<file path="src/rtl/serial_add_ctrl.sv">
// serial_add_ctrl
//   Bit-serial add/subtract sequencer driving an external 1-bit full adder.
//   Operands are captured on an accepted start, fed to the adder LSB first,
//   one bit per cycle, with the carry held in a register between bits. After
//   WIDTH bits the assembled result and final carry are registered and a
//   one-cycle done pulse is raised.
//
// Ports
//   clk, rst          : clock, synchronous active-high reset
//   start             : operation request, sampled only while idle
//   sub               : 0 = a+b+cin, 1 = a+~b+1 (cin ignored)
//   a, b, cin         : operands, captured together with start
//   fa_a, fa_b, fa_cin: bit and carry presented to the full adder (0 when not running)
//   fa_sum, fa_cout   : combinational return from the full adder
//   busy              : high while bits are being processed
//   done              : single-cycle completion pulse
//   sum, cout         : registered result, held until the next completed operation
module serial_add_ctrl #(
   parameter int WIDTH = 4
) (
   input  logic             clk,
   input  logic             rst,
   input  logic             start,
   input  logic             sub,
   input  logic [WIDTH-1:0] a,
   input  logic [WIDTH-1:0] b,
   input  logic             cin,
   output logic             fa_a,
   output logic             fa_b,
   output logic             fa_cin,
   input  logic             fa_sum,
   input  logic             fa_cout,
   output logic             busy,
   output logic             done,
   output logic [WIDTH-1:0] sum,
   output logic             cout
);

   localparam int IDX_W = (WIDTH > 1) ? $clog2(WIDTH) : 1;
   localparam logic [IDX_W-1:0] IDX_LAST = IDX_W'(WIDTH - 1);

   typedef enum logic [1:0] {
      IDLE = 2'd0,
      RUN  = 2'd1,
      DONE = 2'd2
   } state_t;

   state_t           state;
   state_t           state_nxt;
   logic [WIDTH-1:0] a_sh;
   logic [WIDTH-1:0] b_sh;
   logic [WIDTH-1:0] sum_sh;
   logic [WIDTH-1:0] sum_nxt;
   logic             carry;
   logic [IDX_W-1:0] idx;

   // Shift right and insert a new bit at the MSB. Written without a
   // [WIDTH-1:1] slice so that WIDTH=1 elaborates cleanly.
   function automatic logic [WIDTH-1:0] shift_in_msb(input logic [WIDTH-1:0] sh,
                                                     input logic             bit_in);
      logic [WIDTH-1:0] r;
      r = sh >> 1;
      r[WIDTH-1] = bit_in;
      return r;
   endfunction

   // Sum shift register value after absorbing the bit currently returned
   // by the adder; the last RUN cycle copies this straight into sum.
   assign sum_nxt = shift_in_msb(sum_sh, fa_sum);

   // State register
   always_ff @(posedge clk) begin
      if (rst) begin
         state <= IDLE;
      end else begin
         state <= state_nxt;
      end
   end

   // Next-state logic
   always_comb begin
      state_nxt = state;
      case (state)
         IDLE:    if (start) state_nxt = RUN;
         RUN:     if (idx == IDX_LAST) state_nxt = DONE;
         DONE:    state_nxt = IDLE;
         default: state_nxt = IDLE;
      endcase
   end

   // Outputs: the adder sees register bits only while running, zeros otherwise
   always_comb begin
      busy   = 1'b0;
      done   = 1'b0;
      fa_a   = 1'b0;
      fa_b   = 1'b0;
      fa_cin = 1'b0;
      case (state)
         RUN: begin
            busy   = 1'b1;
            fa_a   = a_sh[0];
            fa_b   = b_sh[0];
            fa_cin = carry;
         end
         DONE:    done = 1'b1;
         default: ;
      endcase
   end

   // Operand capture, bit-serial shifting and result capture
   always_ff @(posedge clk) begin
      if (rst) begin
         a_sh   <= '0;
         b_sh   <= '0;
         sum_sh <= '0;
         carry  <= 1'b0;
         idx    <= '0;
         sum    <= '0;
         cout   <= 1'b0;
      end else begin
         case (state)
            IDLE: begin
               if (start) begin
                  // Subtraction is a + ~b + 1: invert b here and seed the carry with 1.
                  a_sh   <= a;
                  b_sh   <= sub ? ~b : b;
                  carry  <= sub ? 1'b1 : cin;
                  idx    <= '0;
                  sum_sh <= '0;
               end
            end
            RUN: begin
               sum_sh <= sum_nxt;
               carry  <= fa_cout;
               a_sh   <= a_sh >> 1;
               b_sh   <= b_sh >> 1;
               idx    <= idx + 1'b1;
               if (idx == IDX_LAST) begin
                  sum  <= sum_nxt;
                  cout <= fa_cout;
               end
            end
            default: ;
         endcase
      end
   end

endmodule
</file>
<file path="config.mk">
export PLATFORM = sky130hd
export DESIGN_NAME = serial_add_ctrl
export DESIGN_NICKNAME = d
export VERILOG_FILES = /design/src/rtl/serial_add_ctrl.sv
export SDC_FILE = /design/constraint.sdc
export NUM_CORES = 1
export LEC_CHECK = 0
export ABC_AREA = 1
export CAP_MARGIN = 20
export CORE_MARGIN = 2
export CORE_UTILIZATION = 47
export CTS_BUF_LIST = sky130_fd_sc_hd__clkbuf_4 sky130_fd_sc_hd__clkbuf_8 sky130_fd_sc_hd__clkbuf_16
export DETAILED_ROUTE_END_ITERATION = 10
export PLACE_DENSITY = 0.8
export SLEW_MARGIN = 10
export SYNTH_ARGS = -nofsm -noshare
export SYNTH_HDL_FRONTEND = slang
export SYNTH_SLANG_ARGS = --single-unit
</file>
<file path="constraint.sdc">
create_clock -name clk -period 1.1 [get_ports clk]
set_input_delay 0.22 -clock clk [delete_from_list [all_inputs] [get_ports clk]]
set_output_delay 0.22 -clock clk [all_outputs]
set_load 0.05 [all_outputs]
</file>
==> results of run 1 <==
==> kinds of logic (layout without fill, tap and decap cells) <==
logic type                 after synthesis  count (layout)  synth area share
DFF                                     21              21             0.438
buffers and inverters                   23              74             0.107
xor gates and xnor gates                 1               1           0.00913
and+or+nand+nor                         89              89             0.378
AOI/OAI and AO/OA                       10              10            0.0548
adders and majority gates                1               1            0.0130
==> where the power goes <==
part / internal (W) / leakage [nW] / total [W] / switching (W)
Combinational: 0.000268 / 0.638 / 0.000565 / 0.000297
Clock: 0.000167 / 0.0184 / 0.000435 / 0.000268
Sequential: 0.000795 / 0.175 / 0.000827 / 0.0000328
==> through the flow <==
| step | TNS [ns] | setup slack [ns] | hold slack, ns |
|---|---|---|---|
| floorplan | -0.0191 | -0.0191 | 0.289 |
| global placement | -3.16 | -0.221 | 0.469 |
| detailed placement | -4.07 | -0.300 | 0.481 |
| CTS | -1.67 | -0.324 | 0.476 |
| global route | -5.71 | -0.370 | 0.440 |
| finish | -5.02 | -0.337 | 0.432 |
==> cell type report <==
class | count | share of cell area
repair buffers | 52 | 0.336
clock buffers | 4 | 0.0162
well taps | 27 | 0.0183
multi-input cells | 101 | 0.350
flip-flops and latches | 21 | 0.233
inverters | 18 | 0.0460
==> cells in the final DEF, fill, tap and decap left out <==
| master | count |
|---|---|
| sky130_fd_sc_hd__buf_8 | 2 |
| sky130_fd_sc_hd__o21ai_1 | 1 |
| sky130_fd_sc_hd__nor2_4 | 8 |
| sky130_fd_sc_hd__inv_1 | 13 |
| sky130_fd_sc_hd__nor2_1 | 15 |
| sky130_fd_sc_hd__nand2_2 | 4 |
| sky130_fd_sc_hd__nand3_4 | 2 |
| sky130_fd_sc_hd__inv_2 | 1 |
| sky130_fd_sc_hd__a21oi_2 | 5 |
| sky130_fd_sc_hd__o211ai_1 | 1 |
| sky130_fd_sc_hd__clkdlybuf4s50_1 | 12 |
| sky130_fd_sc_hd__nand3_2 | 7 |
| sky130_fd_sc_hd__dfxtp_1 | 14 |
| sky130_fd_sc_hd__nor2_2 | 3 |
| sky130_fd_sc_hd__nand3_1 | 12 |
| sky130_fd_sc_hd__buf_4 | 17 |
| sky130_fd_sc_hd__ha_1 | 1 |
| sky130_fd_sc_hd__a21oi_1 | 2 |
| sky130_fd_sc_hd__inv_4 | 2 |
| sky130_fd_sc_hd__buf_6 | 7 |
| sky130_fd_sc_hd__dfxtp_4 | 1 |
| sky130_fd_sc_hd__nand2_4 | 1 |
| sky130_fd_sc_hd__clkbuf_4 | 4 |
| sky130_fd_sc_hd__dfxtp_2 | 6 |
| sky130_fd_sc_hd__nand2_8 | 3 |
| sky130_fd_sc_hd__xor2_1 | 1 |
| sky130_fd_sc_hd__o21ai_0 | 1 |
| sky130_fd_sc_hd__clkinv_1 | 1 |
| sky130_fd_sc_hd__clkinv_8 | 1 |
| sky130_fd_sc_hd__buf_12 | 12 |
| sky130_fd_sc_hd__nand2_1 | 34 |
| sky130_fd_sc_hd__dlymetal6s2s_1 | 2 |
==> flip-flops by register name, summed over array words and instances, names as in the netlist <==
name,count
cout,1
carry,1
b_sh,4
sum_sh,3
a_sh,4
idx,2
state,2
sum,4
==> routing by layer <==
layer	up-vias	routed length, um
li1	556	-
met1	587	1650
met2	104	2230
met3	27	441
met4	0	211
met5	-	0
==> critical path, cell delays in order, from the launching register on <==
cell                      delay, ns
sky130_fd_sc_hd__dfxtp_2       0.36
sky130_fd_sc_hd__inv_4         0.09
sky130_fd_sc_hd__nand2_8       0.08
sky130_fd_sc_hd__buf_6         0.12
sky130_fd_sc_hd__nor2_4        0.09
sky130_fd_sc_hd__buf_12        0.14
==> what timing repair did <==
item | 4_1_cts | 5_1_grt
endpoints found under the setup margin | 17 | 28
setup buffers | 2 | 12
hold endpoints to repair | 0 | 0
pin swaps | 1 | 18
hold buffers | 0 | 0
gates resized for setup | 17 | 52
==> how the worst min path moves through the flow <==
stage | startpoint | end | depth (start not counted) | slack, ns
floorplan | rst | sum_sh[1]$_SDFFE_PP0P_ | 1 | 0.29
detailed placement | a_sh[3]$_SDFFE_PP0P_ | a_sh[3]$_SDFFE_PP0P_ | 2 | 0.48
CTS | fa_sum | sum[3]$_SDFFE_PP0P_ | 3 | 0.48
global route | sub | b_sh[3]$_SDFFE_PP0P_ | 4 | 0.44
finish | sub | b_sh[3]$_SDFFE_PP0P_ | 4 | 0.43
global placement | sum_sh[2]$_SDFFE_PP0P_ | sum[1]$_SDFFE_PP0P_ | 2 | 0.47
==> results.toml, run 1 <==
[global_route]
antenna_found_initial = 0
grt_max_degree = 15
groute.layer.met1.usage = 0.276
first_global_vias = 1052
grt_most_used_layer = "met2"
groute.layer.met2.usage = 0.459
grt_overflow_total = 0
met3_resource_use_gr = 0.0521
globalRouteTotalUtil = 0.250
grt_first_pass_wirelength_um = 4620

[timing]
maximum_achievable_frequency_mhz = 696
shortest_clock_period_the_worst_path_allows_after_layout_ns = 1.44
setup_repair_after_global_routing_missed_its_margin = "true"
timing.final.crit_share = 1.31
finalSetupViolCount = 25
final.setup_skew_ns = 0.00137
worst_max_slew_pin_slew_ns = 0.254
report.final.hold_viol_count = 0
drv_slew = 0
finalWorstSetupSlack_ns = -0.337
max-slew-margin-rel = 0.830

[route]
vias = 1274
wl_per_cell_um = 20.3
antenna_left = 0
dr.first_iter.drc_count = 55
routed_wirelength_um = 4530
dr.pass1.iters = 4
routed_via_density = 5.71
route.detailed.drc = 0

[synth]
synth.avg_cell_area_sq_um = 6.62
synth-edff-count = 0
synth.top_cell.area_share = 0.438
sequential_element_share_of_the_synthesized_area = 0.438
synth_fp_nets = 161
yosysWarningCount = 0
cell_area_after_technology_mapping_sq_um = 960
post-synth-top-area-cell = "sky130_fd_sc_hd__dfxtp_1"
syn_inst = 145
ys_dominant_reg_cell = "sky130_fd_sc_hd__dfxtp_1"
post-synth-top-count-cell = "sky130_fd_sc_hd__nand2_1"
postSynthRegisterBits = 21
post_synth_num_cell_types = 17
synth.top_cells.by_area = "sky130_fd_sc_hd__dfxtp_1, sky130_fd_sc_hd__nand2_1, sky130_fd_sc_hd__nand3_1"
async_flop_share = 0
ys_top_cells_by_count = "sky130_fd_sc_hd__nand2_1, sky130_fd_sc_hd__nor2_1, sky130_fd_sc_hd__dfxtp_1, sky130_fd_sc_hd__nand3_1, sky130_fd_sc_hd__inv_1"

[final_layout]
area.sequential_sq_um = 432
synthToLayoutAreaGrowth_pct = 92.7
finalNetCount = 213
post_route_cells_drive_above_1_share = 0.439
postLayoutCoreUtil = 0.952
final_area_sq_mm = 0.00185
n_fill_cell = 51
layout.cells.non_filler = 223
area_of_the_multi_input_gates_sq_um = 647
n_antenna_cell = 0

[worst_setup_path]
rr_startpoint = "state[1]$_SDFFE_PP0P_"
r2r-end = "b_sh[2]$_SDFFE_PP0P_"
timing.setup.critical_path_class = "reg -> out"
timing.critical_path.from_type = "flop"
cp_max_fo = 5
arrival_ns = 1.22
startpoint = "state[1]$_SDFFE_PP0P_"
worst_setup_path_end_kind = "primary output"
setup.worst_path.end = "fa_cin"
req_time_crit_path_ns = 0.88
ff2ff_path_depth = 9
worst-r2r-setup-slack_ns = -0.26

[pwr]
pwr_density_cell_mw_per_mm2 = 988
max-vdd-ir-drop_v = 0.000910
p_total_w = 0.00183
reported_leakage_power_nw = 0.831

[floorplanning]
coreArea_sq_mm = 0.00194
core.rowCount = 16
floorplan.initialDensity = 0.494
die_area_sq_mm = 0.00242
die_width_um = 49.2
dieHeight_um = 49.2
num_io_pins = 25

[cts]
cts-buffers-inserted = 3
cts_root_buffer = "sky130_fd_sc_hd__clkbuf_4"
clk_pin_slew_ns = 0.13
clk_lat_worst_skew_ns = 0.32
tritoncts = "built"
cts.sink_count = 21
cts_max_level = 1
cts.path.max_buffers = 2

[place]
place.port_buffers = 24
placed_cells = 206
detailedPlacementHpwl_um = 2020
placed_area_sq_mm = 0.00144
weighted_congestion_reported_at_the_end_of_routability_driven_placement = 0.835

[run_status]
violated_checks = "setup timing"
result_of_the_run = "finished with violations"

[hold_path]
min-delay-path-class = "in -> reg"

[flow_run]
max_cap_viols = 0
(Power assumes the default switching activity.)
==> run 2, diff against run 1 <==
--- a/config.mk
+++ b/config.mk
@@ -11,7 +11,7 @@
 export CORE_UTILIZATION = 47
 export CTS_BUF_LIST = sky130_fd_sc_hd__clkbuf_4 sky130_fd_sc_hd__clkbuf_8 sky130_fd_sc_hd__clkbuf_16
 export DETAILED_ROUTE_END_ITERATION = 10
-export PLACE_DENSITY = 0.8
+export PLACE_DENSITY = 0.77
 export SLEW_MARGIN = 10
 export SYNTH_ARGS = -nofsm -noshare
 export SYNTH_HDL_FRONTEND = slang
==> run 2 against run 1 <==
Cell area fell by 9.9%. Worst hold slack got worse by 0.018 ns. Combinational power is 22% lower. Maximum frequency is 1.1% lower. Register-to-register slack better by 0.03 ns. Non-clock buffer count is 6 lower. Die area is the same. First-iteration DRC count up 1.8%. Worst setup slack lost 0.015 ns. The flow still finishes with violations (setup timing). Total power decreased by 8.6%. Largest power group unchanged. Highest routed layer unchanged. Clock skew is 0.00067 ns higher. Flip-flop and latch count unchanged.
==> results.toml, run 2 (synthesis gave the netlist of run 1 again) <==
[pwr]
max-vdd-ir-drop_v = 0.000973
pwr_density_cell_mw_per_mm2 = 1000
reported_leakage_power_nw = 0.764
p_total_w = 0.00167

[global_route]
grt_first_pass_wirelength_um = 4580
first_global_vias = 1024
globalRouteTotalUtil = 0.245
grt_overflow_total = 0
grt_max_degree = 14
antenna_found_initial = 0

[route]
route.detailed.drc = 0
wl_per_cell_um = 14.7
routed_wirelength_um = 3190
antenna_left = 0
vias = 1135
dr.pass1.iters = 5
routed_via_density = 5.23
dr.first_iter.drc_count = 56

[final_layout]
n_fill_cell = 109
n_antenna_cell = 0
finalNetCount = 207
mostFrequentLayoutCells = "sky130_fd_sc_hd__nand2_1, sky130_fd_sc_hd__nand3_1, sky130_fd_sc_hd__nor2_1"
area_of_the_multi_input_gates_sq_um = 533
mostFrequentLayoutCell = "sky130_fd_sc_hd__nand2_1"
reg.largest.list = "a_sh (4), b_sh (4), sum (4)"
synthToLayoutAreaGrowth_pct = 73.5
final_area_sq_mm = 0.00167
area.sequential_sq_um = 432
post_route_cells_drive_above_1_share = 0.326

[floorplanning]
floorplan.initialDensity = 0.494
dieHeight_um = 49.2
die_area_sq_mm = 0.00242
num_io_pins = 25
coreArea_sq_mm = 0.00194
core.rowCount = 16
die_width_um = 49.2

[place]
place_ws_ns = -0.271
detailedPlacementHpwl_um = 1740
place.port_buffers = 24
placed_area_sq_mm = 0.00145
weighted_congestion_reported_at_the_end_of_routability_driven_placement = 0.862

[timing]
final.setup_skew_ns = 0.00204
report.final.hold_viol_count = 0
max-slew-margin-rel = 0.831
drv_slew = 0
setup_repair_after_global_routing_missed_its_margin = "true"
finalWorstSetupSlack_ns = -0.352
maximum_achievable_frequency_mhz = 689
finalSetupViolCount = 25
timing.final.crit_share = 1.32
worst_max_slew_pin_slew_ns = 0.253
shortest_clock_period_the_worst_path_allows_after_layout_ns = 1.45

[worst_setup_path]
r2r-end = "a_sh[1]$_SDFFE_PP0P_"
cp_cell_sequence = "inv_4 > nand2_8 > buf_6 > nor2_4 > buf_12"
timing.critical_path.from_type = "flop"
arrival_ns = 1.23
worst_path_largest_cell_delay_ns = 0.36
rr_startpoint = "state[1]$_SDFFE_PP0P_"
worst_setup_path_end_kind = "primary output"
timing.setup.critical_path_class = "reg -> out"
cp_max_fo = 6
ff2ff_path_depth = 9
worst-r2r-setup-slack_ns = -0.23
critical_path_slowest_stage_cell = "sky130_fd_sc_hd__dfxtp_2"
req_time_crit_path_ns = 0.88

[hold_path]
min_delay_path_depth = 4
holdCritStartpoint = "start"
min-delay-path-class = "in -> reg"
worstHoldEndpoint = "idx[0]$_SDFFE_PP0P_"

[cts]
clk_pin_slew_ns = 0.12
postCtsHoldBufs = 0
cts_max_level = 1
cts-buffers-inserted = 3
cts_root_buffer = "sky130_fd_sc_hd__clkbuf_4"
cts.path.max_buffers = 2
clk_lat_worst_skew_ns = 0.31
tritoncts = "built"
cts.sink_count = 21

[flow_run]
max_cap_viols = 0

[run_status]
result_of_the_run = "finished with violations"
violated_checks = "setup timing"
-- run 2: metrics by stage --
stage	cells	util	hold slack, ns	setup TNS [ns]
3_5_place_dp	207	0.747	0.462	-4.01
6_report	217	0.858	0.415	-4.34
3_3_place_gp	207	0.747	0.467	-3.34
5_1_grt	217	0.858	0.425	-5.22
2_1_floorplan	145	-	0.289	-0.0191
4_1_cts	216	0.811	0.488	-3.40
-- run 2: power breakdown --
group	leakage [nW]	internal, W	switching (W)
clock	0.0184	0.000167	0.000242
combinational	0.571	0.000217	0.000225
sequential	0.175	0.000794	0.0000258
-- run 2: worst max path at each step --
stage	endpoint	startpoint	slack (ns)	depth (start not counted)
after floorplan	fa_b	state[1]$_SDFFE_PP0P_	-0.02	4
after global placement	a_sh[2]$_SDFFE_PP0P_	start	-0.24	6
after detailed placement	a_sh[0]$_SDFFE_PP0P_	start	-0.27	6
after CTS	fa_cin	state[1]$_SDFFE_PP0P_	-0.30	5
after global routing	fa_cin	state[1]$_SDFFE_PP0P_	-0.38	5
final	fa_cin	state[1]$_SDFFE_PP0P_	-0.35	5
-- run 2: layout make-up --
type,count,area share
Tap cell,27,0.0203
Sequential cell,21,0.259
Multi-Input combinational cell,101,0.320
Clock buffer,4,0.0180
Inverter,18,0.0466
Timing Repair Buffer,46,0.336
-- run 2: repair_timing --
action                                  in CTS  in global routing
endpoints found under the setup margin      21                 31
endpoints found under the hold margin        0                  0
cloned                                       0                  1
pin swaps                                    3                  2
setup buffers                                5                  0
gates resized for setup                     18                 20
-- run 2: critical path: cells and delay by family (launching register included) --
kind / cells / cell delay, ns
buffers and inverters: 3 / 0.37
DFF: 1 / 0.36
and+or+nand+nor: 2 / 0.19
-- run 2: per-layer routing --
layer	wire [um]	vias to the layer above	global-route usage
met5	0	-	0
met4	105	0	0.0952
met3	177	13	0.0368
met2	1720	57	0.444
met1	1190	526	0.286
li1	-	539	-
